$ cat config.mk
export PLATFORM = sky130hd
export DESIGN_NAME = ttt_board_engine_flat
export DESIGN_NICKNAME = d
export VERILOG_FILES = /design/src/rtl/ttt_board_engine_if.sv /design/src/rtl/ttt_board_engine.sv /design/src/flat_wrapper.sv
export SDC_FILE = /design/constraint.sdc
export NUM_CORES = 1
export LEC_CHECK = 0
export ABC_AREA = 1
export CORE_MARGIN = 4
export CORE_UTILIZATION = 58
export DETAILED_ROUTE_END_ITERATION = 8
export DONT_BUFFER_PORTS = 1
export GPL_TIMING_DRIVEN = 0
export PLACE_DENSITY_LB_ADDON = 0.3
export SLEW_MARGIN = 0
export SYNTH_ARGS = -nofsm -noshare
export SYNTH_HDL_FRONTEND = slang
export SYNTH_SLANG_ARGS = --single-unit
export TNS_END_PERCENT = 10
$ cat constraint.sdc
create_clock -name clk -period 4.4 [get_ports clk]
set_clock_uncertainty 0.2 [all_clocks]
set_input_delay 1.1 -clock clk [delete_from_list [all_inputs] [get_ports clk]]
set_output_delay 1.1 -clock clk [all_outputs]
set_load 0.005 [all_outputs]
$ cat src/rtl/ttt_board_engine_if.sv
// Move handshake bundle for ttt_board_engine: request fields, ready, and the ack/result pair.
interface ttt_board_engine_if #(
    parameter int unsigned AW = 2
);
    logic          move_valid;
    logic          move_ready;
    logic [1:0]    move_player;
    logic [AW-1:0] move_row;
    logic [AW-1:0] move_col;
    logic          move_ack;
    logic [2:0]    move_err;

    // Move source (pin controller / bench)
    modport master (
        output move_valid, move_player, move_row, move_col,
        input  move_ready, move_ack, move_err
    );

    // Board engine
    modport slave (
        input  move_valid, move_player, move_row, move_col,
        output move_ready, move_ack, move_err
    );
endinterface

$ cat src/rtl/ttt_board_engine.sv
// N x N board engine: validates moves, writes cells, and runs a sequential
// K-in-a-row scan centred on the placed cell. Optional single-level undo is
// enabled by defining TTT_UNDO_EN (adds the undo input port).
module ttt_board_engine #(
    parameter int unsigned N = 3,
    parameter int unsigned K = 3
) (
    input  logic                  clk,
    input  logic                  reset,
    input  logic                  new_game,
`ifdef TTT_UNDO_EN
    input  logic                  undo,
`endif
    ttt_board_engine_if.slave     mv,
    input  logic [((N > 2) ? $clog2(N) : 1)-1:0] rd_row,
    input  logic [((N > 2) ? $clog2(N) : 1)-1:0] rd_col,
    output logic [1:0]            rd_cell,
    output logic [1:0]            turn,
    output logic [1:0]            win,
    output logic                  draw
);
    localparam int unsigned AW   = (N > 2) ? $clog2(N) : 1;
    localparam int unsigned MW   = $clog2(N * N + 1);
    localparam int unsigned NP   = 1 << AW;
    localparam int unsigned OW   = $clog2(2 * K - 1);
    localparam int unsigned RW   = $clog2(K + 1);
    localparam int unsigned LAST = 2 * K - 2;

    typedef enum logic [1:0] {IDLE, CHECK, SCAN, DONE} state_t;

    state_t         state;
    logic           ready_q;
    logic [1:0]     board [NP][NP];
    logic [MW-1:0]  cnt;
    logic           ack_q;
    logic [2:0]     err_q;
    logic [1:0]     cap_player;
    logic [AW-1:0]  cap_row;
    logic [AW-1:0]  cap_col;
    logic [2:0]     chk_err;
    logic [1:0]     dir;
    logic [OW-1:0]  off;
    logic [RW-1:0]  run;
`ifdef TTT_UNDO_EN
    logic           last_valid;
    logic [AW-1:0]  last_row;
    logic [AW-1:0]  last_col;
    logic [1:0]     last_player;
`endif

    logic [2:0]     err_c;
    int             s_off;
    int             sr;
    int             sc;
    logic           on_board;
    logic           hit;
    logic [RW-1:0]  run_nxt;

    // Ready drops combinationally while a clear or undo owns the cycle
`ifdef TTT_UNDO_EN
    assign mv.move_ready = ready_q & ~new_game & ~undo;
`else
    assign mv.move_ready = ready_q & ~new_game;
`endif
    assign mv.move_ack = ack_q;
    assign mv.move_err = err_q;

    // Combinational read port for display cycling; out-of-range reads as empty
    assign rd_cell = (32'(rd_row) < N && 32'(rd_col) < N) ? board[rd_row][rd_col] : 2'b00;

    // Prioritised error evaluation of the captured move
    always_comb begin
        err_c = 3'd0;
        if (win != 2'b00 || draw) begin
            err_c = 3'd1;
        end else if (cap_player == 2'b00 || cap_player == 2'b11) begin
            err_c = 3'd2;
        end else if (32'(cap_row) >= N || 32'(cap_col) >= N) begin
            err_c = 3'd3;
        end else if (cap_player != turn) begin
            err_c = 3'd4;
        end else if (board[cap_row][cap_col] != 2'b00) begin
            err_c = 3'd5;
        end
    end

    // Current scan cell: direction 0 row, 1 column, 2 diagonal, 3 anti-diagonal
    always_comb begin
        s_off = int'(off) - (int'(K) - 1);
        sr    = int'(cap_row);
        sc    = int'(cap_col);
        case (dir)
            2'd0: sc = sc + s_off;
            2'd1: sr = sr + s_off;
            2'd2: begin
                sr = sr + s_off;
                sc = sc + s_off;
            end
            default: begin
                sr = sr + s_off;
                sc = sc - s_off;
            end
        endcase
        on_board = (sr >= 0) && (sr < int'(N)) && (sc >= 0) && (sc < int'(N));
        hit      = on_board && (board[AW'(sr)][AW'(sc)] == cap_player);
        run_nxt  = hit ? run + RW'(1) : '0;
    end

    // Move FSM, board storage and game status
    always_ff @(posedge clk or negedge reset) begin
        if (!reset) begin
            state      <= IDLE;
            ready_q    <= 1'b0;
            cnt        <= '0;
            turn       <= 2'b01;
            win        <= 2'b00;
            draw       <= 1'b0;
            ack_q      <= 1'b0;
            err_q      <= 3'd0;
            cap_player <= 2'b00;
            cap_row    <= '0;
            cap_col    <= '0;
            chk_err    <= 3'd0;
            dir        <= 2'd0;
            off        <= '0;
            run        <= '0;
            for (int i = 0; i < int'(NP); i++) begin
                for (int j = 0; j < int'(NP); j++) begin
                    board[i][j] <= 2'b00;
                end
            end
`ifdef TTT_UNDO_EN
            last_valid  <= 1'b0;
            last_row    <= '0;
            last_col    <= '0;
            last_player <= 2'b00;
`endif
        end else begin
            ack_q <= 1'b0;
            if (new_game) begin
                state   <= IDLE;
                ready_q <= 1'b1;
                cnt     <= '0;
                turn    <= 2'b01;
                win     <= 2'b00;
                draw    <= 1'b0;
                for (int i = 0; i < int'(NP); i++) begin
                    for (int j = 0; j < int'(NP); j++) begin
                        board[i][j] <= 2'b00;
                    end
                end
`ifdef TTT_UNDO_EN
                last_valid <= 1'b0;
`endif
            end else begin
                case (state)
                    IDLE: begin
                        ready_q <= 1'b1;
`ifdef TTT_UNDO_EN
                        if (undo) begin
                            if (last_valid && cnt != '0) begin
                                board[last_row][last_col] <= 2'b00;
                                cnt        <= cnt - MW'(1);
                                turn       <= last_player;
                                win        <= 2'b00;
                                draw       <= 1'b0;
                                last_valid <= 1'b0;
                            end
                        end else
`endif
                        if (mv.move_valid && ready_q) begin
                            cap_player <= mv.move_player;
                            cap_row    <= mv.move_row;
                            cap_col    <= mv.move_col;
                            ready_q    <= 1'b0;
                            state      <= CHECK;
                        end
                    end
                    CHECK: begin
                        chk_err <= err_c;
                        if (err_c != 3'd0) begin
                            state <= DONE;
                        end else begin
                            board[cap_row][cap_col] <= cap_player;
                            cnt   <= cnt + MW'(1);
                            dir   <= 2'd0;
                            off   <= '0;
                            run   <= '0;
                            state <= SCAN;
`ifdef TTT_UNDO_EN
                            last_valid  <= 1'b1;
                            last_row    <= cap_row;
                            last_col    <= cap_col;
                            last_player <= cap_player;
`endif
                        end
                    end
                    SCAN: begin
                        if (run_nxt == RW'(K)) begin
                            win   <= cap_player;
                            state <= DONE;
                        end else if (off == OW'(LAST)) begin
                            off <= '0;
                            run <= '0;
                            if (dir == 2'd3) begin
                                state <= DONE;
                            end else begin
                                dir <= dir + 2'd1;
                            end
                        end else begin
                            off <= off + OW'(1);
                            run <= run_nxt;
                        end
                    end
                    default: begin
                        ack_q   <= 1'b1;
                        err_q   <= chk_err;
                        ready_q <= 1'b1;
                        state   <= IDLE;
                        if (chk_err == 3'd0 && win == 2'b00) begin
                            turn <= (turn == 2'b01) ? 2'b10 : 2'b01;
                            if (cnt == MW'(N * N)) begin
                                draw <= 1'b1;
                            end
                        end
                    end
                endcase
            end
        end
    end
endmodule

$ cat src/flat_wrapper.sv
// flat-port wrapper written by rule: the top's interface ports become plain ports
module ttt_board_engine_flat 
#(
    parameter int unsigned N = 3,
    parameter int unsigned K = 3
)
  (clk, reset, new_game, rd_row, rd_col, rd_cell, turn, win, draw, mv_move_valid, mv_move_player, mv_move_row, mv_move_col, mv_move_ready, mv_move_ack, mv_move_err);
  ttt_board_engine_if #(.AW(2)) mv_i ();
  input  logic clk;
  input  logic reset;
  input  logic new_game;
  input  logic [((N > 2) ? $clog2(N) : 1)-1:0] rd_row;
  input  logic [((N > 2) ? $clog2(N) : 1)-1:0] rd_col;
  output logic [1:0] rd_cell;
  output logic [1:0] turn;
  output logic [1:0] win;
  output logic draw;
  input wire logic [$bits(mv_i.move_valid)-1:0] mv_move_valid;
  input wire logic [$bits(mv_i.move_player)-1:0] mv_move_player;
  input wire logic [$bits(mv_i.move_row)-1:0] mv_move_row;
  input wire logic [$bits(mv_i.move_col)-1:0] mv_move_col;
  output wire logic [$bits(mv_i.move_ready)-1:0] mv_move_ready;
  output wire logic [$bits(mv_i.move_ack)-1:0] mv_move_ack;
  output wire logic [$bits(mv_i.move_err)-1:0] mv_move_err;
  assign mv_i.move_valid = mv_move_valid;
  assign mv_i.move_player = mv_move_player;
  assign mv_i.move_row = mv_move_row;
  assign mv_i.move_col = mv_move_col;
  assign mv_move_ready = mv_i.move_ready;
  assign mv_move_ack = mv_i.move_ack;
  assign mv_move_err = mv_i.move_err;
  ttt_board_engine #(.N(N), .K(K)) u_core (.clk(clk), .reset(reset), .new_game(new_game), .mv(mv_i), .rd_row(rd_row), .rd_col(rd_col), .rd_cell(rd_cell), .turn(turn), .win(win), .draw(draw));
endmodule
==> results by group <==
Setup path
  • Crit path buf inv count: 3
  • Worst r2r src: u_core.dir[0]
  • CP max stage delay: 0.47 ns
  • Worst Reg2Reg Path Length in Cells: 18
  • CP delay by family, top: buffers and inverters
  • CP most frequent cell: clkbuf_1
  • Crit path launch type: primary input
  • Reg2reg setup slack: 0.72 ns
  • Worst R2R End: u_core.win[0]
  • Critical Path RT: 3.10 ns
  • Worst Setup End Kind: output pin
  • CP max stage cell: buf_1
  • Crit-path cells: clkbuf_1 -> clkbuf_1 -> buf_1 -> nor2_1
  • Crit Path Class: primary input to output pin
  • Maximum fanout along the worst path: 10
  • Worst EP arrival: 2.52 ns

CTS
  • TritonCTS Buffers: 9
  • Clk slew on worst S/H paths: 0.08 ns
  • Post-cts repair resize count: 0
  • Clock sink count: 64
  • Post-CTS setup buffers: 0
  • Hold-fix buffer count after cts: 0
  • H-tree levels: 3
  • Clock Path Buffers: 2
  • Skew-Pair Late Insertion Delay: 0.35 ns
  • Clock root buffer: clkbuf_8
  • CTS tree: yes

Floorplan
  • Die X: 93.9 µm
  • Initial core utilization: 0.594
  • Num rows: 31
  • Die height: 93.9 µm
  • Core area: 7210 µm²
  • Die area: 8830 µm²
  • IO Count: 26

Power and ir drop
  • Leakage: 2.36 nW
  • Sw Pwr: 0.00121 W
  • P per Cell Area: 552 nW/µm²
  • Seq pwr share: 0.302
  • Sw Ratio: 0.479
  • Combinational power share: 0.514
  • Cell internal pwr: 0.00132 W
  • Maximum VDD drop: 0.423 mV
  • Clk pwr share: 0.184

Finish
  • # diodes: 0
  • Fin nets: 673
  • Commonest non-fill, non-tap cell in the layout: nand2_1
  • P&R area growth vs syn: 7.13%
  • Share of layout cells above drive strength 1: 0.0646
  • Most frequent cells in the layout: 189 x nand2_1, 95 x nor2_1, 74 x inv_1
  • Fin cells: 734
  • Layout fillers: 664

Routing
  • Routed Antenna Nets: 0
  • Vias: 4042
  • Vias per std cell: 5.51
  • Routed WL: 10300 µm
  • Avg WL per Cell: 14.0 µm
  • DRC viols: 0
  • DR iter-0 viols: 279
  • Pre-antenna DRT Iters: 7

STA
  • RSZ-0062 raised after global routing: no
  • Setup TNS: 0 ns
  • Post-layout minimum cycle time: 3.82 ns
  • Fmax: 0.262 GHz
  • Final setup fails: 0
  • Pin slew with the least headroom to its limit: 0.758 ns
  • Final Hold Viols: 0
  • Final max-slew violation count: 0
  • Slew HR: 0.493
  • Crit share post-route: 0.869

Outcome
  • Status: completed

Logic synthesis
  • Synth top area share: 0.368
  • Avg Synthesized Cell Area: 6.92 µm²
  • Adder-cell area share of the yosys netlist: 0.0900
  • #FFs+latches synth: 64
  • Synthesized netlist cell count: 619
  • Synth Area in XOR/XNOR: 0.00409
  • Mux cell area share after synthesis: 0.00263
  • Mapped Area: 4280 µm²
  • Seq/Total Area, Yosys: 0.374
  • Yosys Warn Count: 0
  • Simple-gate share of the synthesized area: 0.363
  • Synth area leader: dfrtp_1
  • Post-synth cell types: 40
  • Synthesized net count: 662
  • Top cells by area, synth: dfrtp_1 37%, nand2_1 17%, nor2_1 8.3%
  • Synth Area in Compound Gates: 0.0870
  • Largest family of logic cells by synthesized area: simple AND/OR/NAND/NOR gates

GRT
  • Largest net degree at the start of global routing: 65
  • GRT Overall Usage: 0.249
  • Grt total ovfl: 0
  • Vias in the first global route: 3921
  • Initial antenna violation count: 0
  • Global-route wire length before repair: 17300 µm

Min path
  • Hold/Removal Path Class: primary input to async pin

Job
  • Max cap viols: 0

Place
  • Dpl cells: 718
  • IO buf count: 0
  • Detail Placement HPWL: 7770 µm
  • Placer Congestion: 0.922
[how the worst max path moves through the flow]
stage | from | endpoint | slack, ns | cells after the start
floorplan | new_game | mv_move_ready | 1.08 | 4
global placement | new_game | mv_move_ready | 0.57 | 4
detailed placement | new_game | mv_move_ready | 0.56 | 4
CTS | new_game | mv_move_ready | 0.56 | 4
global route | u_core.dir[0] | u_core.win[0] | 0.39 | 18
finish | new_game | mv_move_ready | 0.58 | 4
[power groups by stage]
stage | Clock [W] | Sequential (W) | Combinational [W]
after global placement | 0 | 0.000770 | 0.00124
final | 0.000465 | 0.000765 | 0.00130
after global routing | 0.000500 | 0.000778 | 0.00148
after floorplan | 0 | 0.000749 | 0.00101
after CTS | 0.000471 | 0.000764 | 0.00129
after detailed placement | 0 | 0.000774 | 0.00128
[registers in the layout, summed over array words and instances, names as in the netlist]
register	flops
u_core.state	2
u_core.run	2
u_core.turn	2
u_core.win	2
u_core.chk_err	3
u_core.dir	2
u_core.off	3
u_core.board	32
u_core.cnt	4
u_core.cap_player	2
u_core.draw	1
u_core.ready_q	1
u_core.mv.move_err	3
u_core.cap_row	2
u_core.mv.move_ack	1
u_core.cap_col	2
[through the flow]
step           instance area (µm²)  power (W)   util  hold slack [ns]  setup WS (ns)
3_5_place_dp                  4410    0.00205  0.611            0.290          0.556
3_3_place_gp                  4410    0.00201  0.611            0.278          0.571
4_1_cts                       4590    0.00252  0.636            0.225          0.558
6_report                      4590    0.00253  0.636            0.240          0.577
5_1_grt                       4590    0.00276  0.636            0.221          0.389
2_1_floorplan                 4280    0.00176      -            0.256           1.08
[cell type report]
| class | instances | area, µm² | area share |
|---|---|---|---|
| multi-input combinational | 467 | 2340 | 0.510 |
| sequential | 64 | 1600 | 0.349 |
| inverter | 81 | 304 | 0.0662 |
| clock buffer | 10 | 138 | 0.0300 |
| tap | 99 | 124 | 0.0270 |
| clock inverter | 6 | 43.8 | 0.00954 |
| buffer | 7 | 35.0 | 0.00763 |
[routing by layer]
metal  global-route usage  up-vias  part of all wire
li1                     -     1992                 -
met1                0.305     1887              0.42
met2                0.416      141              0.49
met3               0.0601       22             0.068
met4                0.107        0             0.024
met5                    0        -                 0
[cell families (layout without fill, tap and decap cells)]
logic type	count (synthesis)	in the layout
compound gates	65	65
xor+xnor	2	2
fa+ha+maj	29	29
buf+inv	88	104
flops	64	64
mux	1	1
simple gates	370	370
[cell usage after synthesis, drive strengths merged]
library cell,n
ha,26
o21a,2
o2111ai,1
dfstp,1
a2111oi,1
nand4,7
or2,4
nor3,3
o21ai,18
dfrtp,63
a31oi,1
nor4,1
mux2,1
o211ai,2
a221oi,1
a21boi,2
o22ai,4
clkbuf,3
nand3,61
nand2,197
o31ai,3
inv,79
nor2,96
clkinv,2
o221ai,1
fa,3
xor2,2
a21oi,29
nand3b,1
buf,4
(Power assumes the default switching activity.)
